`src/rtl/rgb666to111.sv`:
```
// RGB666 to RGB111 quantiser with 4x4 ordered (Bayer) dither or a fixed threshold.
// Two-stage pipeline; valid and syncs are delayed to stay aligned with the pixel data.
module rgb666to111 #(
  parameter int THRESHOLD = 32
) (
  input  logic       clk,
  input  logic       reset,
  input  logic       dither_en,
  input  logic       pixel_valid_in,
  input  logic       hsync_in,
  input  logic       vsync_in,
  input  logic [5:0] red_in,
  input  logic [5:0] green_in,
  input  logic [5:0] blue_in,
  output logic       pixel_valid_out,
  output logic       hsync_out,
  output logic       vsync_out,
  output logic       red_out,
  output logic       green_out,
  output logic       blue_out
);

  localparam logic [5:0] FIXED_THR = 6'(THRESHOLD);

  logic       hsync_d, vsync_d;
  logic [1:0] x_cnt, y_cnt;
  logic       h_rise, v_rise;
  logic [1:0] x_eff, y_eff;
  logic [3:0] bayer;
  logic [5:0] thr_next;

  logic       s1_valid, s1_hsync, s1_vsync;
  logic [5:0] s1_red, s1_green, s1_blue, s1_thr;

  function automatic logic [3:0] bayer_lut(input logic [1:0] y, input logic [1:0] x);
    logic [3:0] b;
    case ({y, x})
      4'b00_00: b = 4'd0;
      4'b00_01: b = 4'd8;
      4'b00_10: b = 4'd2;
      4'b00_11: b = 4'd10;
      4'b01_00: b = 4'd12;
      4'b01_01: b = 4'd4;
      4'b01_10: b = 4'd14;
      4'b01_11: b = 4'd6;
      4'b10_00: b = 4'd3;
      4'b10_01: b = 4'd11;
      4'b10_10: b = 4'd1;
      4'b10_11: b = 4'd9;
      4'b11_00: b = 4'd15;
      4'b11_01: b = 4'd7;
      4'b11_10: b = 4'd13;
      default:  b = 4'd5;
    endcase
    return b;
  endfunction

  always_comb begin
    h_rise   = hsync_in & ~hsync_d;
    v_rise   = vsync_in & ~vsync_d;
    x_eff    = (h_rise | v_rise) ? '0 : x_cnt;
    y_eff    = v_rise ? '0 : (h_rise ? y_cnt + 2'd1 : y_cnt);
    bayer    = bayer_lut(y_eff, x_eff);
    // T = 4*B + 2, always within 2..62
    thr_next = dither_en ? {bayer, 2'b10} : FIXED_THR;
  end

  // Counters follow the effective coordinates: y_eff/x_eff already fold in the
  // sync-edge resets, so holding is simply "load the effective value".
  always_ff @(posedge clk) begin
    if (reset) begin
      hsync_d <= 1'b0;
      vsync_d <= 1'b0;
      x_cnt   <= '0;
      y_cnt   <= '0;
    end else begin
      hsync_d <= hsync_in;
      vsync_d <= vsync_in;
      y_cnt   <= y_eff;
      x_cnt   <= pixel_valid_in ? x_eff + 2'd1 : x_eff;
    end
  end

  always_ff @(posedge clk) begin
    if (reset) begin
      s1_valid <= 1'b0;
      s1_hsync <= 1'b0;
      s1_vsync <= 1'b0;
      s1_red   <= '0;
      s1_green <= '0;
      s1_blue  <= '0;
      s1_thr   <= '0;
    end else begin
      s1_valid <= pixel_valid_in;
      s1_hsync <= hsync_in;
      s1_vsync <= vsync_in;
      s1_red   <= red_in;
      s1_green <= green_in;
      s1_blue  <= blue_in;
      s1_thr   <= thr_next;
    end
  end

  // Blanked pixels drive 0 on all colour outputs.
  always_ff @(posedge clk) begin
    if (reset) begin
      pixel_valid_out <= 1'b0;
      hsync_out       <= 1'b0;
      vsync_out       <= 1'b0;
      red_out         <= 1'b0;
      green_out       <= 1'b0;
      blue_out        <= 1'b0;
    end else begin
      pixel_valid_out <= s1_valid;
      hsync_out       <= s1_hsync;
      vsync_out       <= s1_vsync;
      red_out         <= s1_valid & (s1_red   >= s1_thr);
      green_out       <= s1_valid & (s1_green >= s1_thr);
      blue_out        <= s1_valid & (s1_blue  >= s1_thr);
    end
  end

endmodule

```
`config.mk`:
```
export PLATFORM = sky130hd
export DESIGN_NAME = rgb666to111
export DESIGN_NICKNAME = d
export VERILOG_FILES = /design/src/rtl/rgb666to111.sv
export SDC_FILE = /design/constraint.sdc
export NUM_CORES = 1
export LEC_CHECK = 0
export ABC_AREA = 1
export ABC_CLOCK_PERIOD_IN_PS = 3240
export BUFFER_PORTS_ARGS = -buffer_cell sky130_fd_sc_hd__clkbuf_2
export CORE_MARGIN = 2
export CORE_UTILIZATION = 40
export CTS_CLUSTER_DIAMETER = 60
export CTS_CLUSTER_SIZE = 24
export DETAILED_ROUTE_END_ITERATION = 10
export PLACE_DENSITY = 0.62
export SYNTH_ARGS = -nofsm -noshare
export SYNTH_HDL_FRONTEND = slang
export SYNTH_SLANG_ARGS = --single-unit
export TNS_END_PERCENT = 5
```
`constraint.sdc`:
```
create_clock -name clk -period 3.24 [get_ports clk]
set_clock_uncertainty 0.05 [all_clocks]
set_input_delay 0.648 -clock clk [delete_from_list [all_inputs] [get_ports clk]]
set_output_delay 0.648 -clock clk [all_outputs]
set_load 0.02 [all_outputs]
```
Word-level counts from Yosys, hierarchy flattened. Memory sizes are Yosys's and may differ from the RTL's. Index checks and enable logic that the tools add are counted.

Bits in registers: 37. Bits in read-only memories: 64. Input port bits: 24. Output and inout port bits: 6. Memories kept: 1.

Add/sub/neg operators: 2. $lt $le $gt $ge: 3. Muxes and demuxes: 5. Bitwise operators: 9. Reduce and logical (&&, ||, !) cells: 1.

Memory list: (no name shown) (depth 16, bits a word 4, rd ports 1, clocked after Yosys merged registers in 0, write ports 0, line 37) `case ({y, x})`.

Operators by type and width (count): 6-bit >= comparator (3); 2-bit 2-to-1 mux (4); 6-bit 2-to-1 mux (1); 1-bit AND (5); 2-bit by 1-bit adder with 2-bit output (second input constant) (2); 1-bit inverter (3); 2-bit OR reduction (1); 1-bit bitwise OR (1).

Depth between registers and ports, before layout.
Depth after elaboration: 6. Mapped depth: 8. Mapped depth without buffers: 8.

Worst setup path after synthesis. Ideal clock, no wire load.

Path type: input -> register. Start: input port reset. End: register s1_thr[3]. Library setup time: 120 ps. Arrival: 1066 ps. Required time: 3070 ps. Path slack: 2004 ps. Stages on the path: 6. Path buffers: 1. Cell sequence: buf_2 inv_2 nand2_2 inv_2 nand2_1 a21oi_1.

Longest elaborated chain between the ends: 1.

RTL lines: start: declaration (line 7) `input logic reset,`; 2-bit OR reduction (no source line); end signal: assignment (line 100) `s1_thr <= thr_next;`; end: declaration (line 33) `logic [5:0] s1_red, s1_green, s1_blue, s1_thr;`.

Every way passes these cells. A chain may end at the register's enable or synchronous reset.

Worst setup path after layout.
Start: register green_out. End: output port green_out.

RTL lines: start: declaration (line 19) `output logic green_out,`; start signal: assignment (line 118) `green_out <= s1_valid & (s1_green >= s1_thr);`.

No word-level cell between the ends.

==> impl_results.md <==
* YS warnings at 0
* Total Routing Usage GR at 0.1276
* CP top delay family: flip-flops
* Post-CTS Hold Fix Bufs at 0
* Pwr dens at 478.3 nW/µm²
* Area grow syn2layout at 17.01%
* DP Wirelength at 1737 µm
* Worst slack, placed at 1.596 ns
* RSZ-0062 raised after global routing: false
* Port Buffer Count at 29
* CTS Buf Count at 5
* Vias in the first global route at 1026
* Final setup TNS at 0 ns
* Most frequent cells in the layout: 43 x nor2_1, 36 x inv_1, 36 x dfxtp_1
* Slowest stage delay, CP at 0.33 ns
* Die W at 64.50 µm
* Max-slew violation count at 0
* Fin worst setup slack at 1.727 ns
* Die H at 64.50 µm
* # IOs at 30
* Fmax at 0.6610 GHz
* Crit share post-route at 0.4669
* Number of synthesized register bits at 36
* Ant diodes at 0
* Critical Path Source Type: flop
* CP arrival at 0.81 ns
* Final setup viols at 0
* Slowest cell on crit path: dfxtp_1
* Root buf cell: clkbuf_4
* Max-Slew Margin vs Limit at 0.6446
* Clock Latency Late Sink at 0.33 ns
* CP max FO at 1
* Total of max-cap violations at 0
* Grt total ovfl at 0
* Via-to-Cell Ratio at 4.156
* VDD IR max at 0.2500 mV
* Clock network power share at 0.298
* GPL Wtd Cong at 0.7720
* Worst Path Buf+Inv at 1
* Final Hold Vio Count at 0
* Cts repair resizes at 0
* DRT Wirelength at 2203 µm
* Register area share after synthesis at 0.4923
* CP Class: flop to output port
* Leakage power at 0.9402 nW
* Worst Tran Pin Value at 0.5331 ns
* Deepest level of the CTS H-tree at 2
* CTS sink cnt at 36
* Row count at 21
* Nets at 254
* Worst-path cell chain: clkbuf_2
* Most common cell after layout, fill and taps aside: nor2_1
* Core Region at 3416 µm²
* Seq pwr share at 0.576
* CTS tree: done
* Full die area at 4160 µm²
* Hold Crit Class: flop to flop
* Drt initial violations at 37
* NetSw at 0.0002084 W
* DR pass1 iterations at 4
* First-pass GRT wire length at 4050 µm
* Internal power at 0.0006109 W
* Layout cells sized above 1 at 0.2222
* Vias at 1089
* Mean Syn Cell Area at 8.043 µm²
* Largest net degree at the start of global routing at 27
* CP endpoint kind: output port
* Bufs on Longest Clock Path at 2
* Top-area cell type share of the netlist area at 0.4923
* Avg WL per Cell at 8.408 µm
* Synth Cell Area at 1464 µm²
* Starting density of the core at 0.4286
* Final antenna-violating net count at 0
* Synth area leader: dfxtp_1
* Sw Ratio at 0.2544
* Synth area leaders: dfxtp_1 49%, ha_1 13%, nor2_1 11%
* Post-CTS Setup Inserts at 0
* Post-layout minimum cycle time at 1.513 ns
* Initial antenna violation count at 0
* Gate Count Post-Synth at 182
* WP data required at 2.54 ns
* Syn Nets at 221
* Outcome: completed
* Clk slew on worst S/H paths at 0.10 ns
* Logic pwr share at 0.126
* DRC viols at 0
* Post-synthesis cell type count at 16
cell type report:
cell class              count  area, µm²
clock inverters             2      10.01
multi-input cells         103      578.1
repair buffers             29      145.1
clock buffers               6      51.30
inverters                  40      150.1
well taps                  46      57.56
fillers                   348       1703
flip-flops and latches     36      720.7
flip-flops by register name, summed over array words and instances (netlist names), 2 cells and up:
register	count
s1_red	6
y_cnt	2
s1_green	6
s1_blue	6
x_cnt	2
s1_thr	5
cell families after synthesis:
kind of cell,after synthesis,share of synthesized area
flip-flops,36,0.4923
buffers and inverters,43,0.1128
AND/OR/NAND/NOR,76,0.2256
AO/OA/AOI/OAI,12,0.04102
adder cells (fa/ha/maj),15,0.1282
power by group through the flow:
stage	clock network (W)	logic [W]	registers, W
final	0.000244	0.000103	0.000472
after global routing	0.000278	0.000122	0.000474
after CTS	0.000255	0.000105	0.000472
after detailed placement	0	0.000105	0.000483
after global placement	0	0.000104	0.000483
after floorplan	0	0.0000700	0.000485
through the flow:
stage / instance area (µm²) / hold WS [ns] / instances / power, W / util
CTS: 1713 / 0.4104 / 262 / 0.0008325 / 0.5015
detailed placement: 1652 / 0.3953 / 254 / 0.0005874 / 0.4835
global placement: 1652 / 0.3960 / 254 / 0.0005861 / 0.4835
global route: 1713 / 0.4275 / 262 / 0.0008743 / 0.5015
finish: 1713 / 0.4046 / 262 / 0.0008193 / 0.5015
floorplan: 1464 / 0.3825 / 182 / 0.0005550 / -
path summary, 6_finish.rpt:
path / from / to / slack (ns) / depth (start not counted)
max: green_out / green_out / 1.73 / 1
min reg2reg: s1_vsync / vsync_out / 0.40 / 2
min: s1_vsync / vsync_out / 0.40 / 2
max reg2reg: s1_thr[5] / red_out / 2.02 / 6
routing by layer:
metal / share of wire / GRT usage / vias up
li1: - / - / 613
met1: 0.51 / 0.1621 / 446
met2: 0.42 / 0.1901 / 24
met3: 0.050 / 0.04167 / 6
met4: 0.019 / 0.07181 / 0
met5: 0 / 0 / -
cells in the mapped netlist (all sizes together):
library cell	count
inv	40
nand2	24
o21ai	5
buf	3
nand4	2
a21oi	7
nand3	6
dfxtp	36
nor2	44
ha	15
No activity file was read; power rests on OpenSTA's default activity.
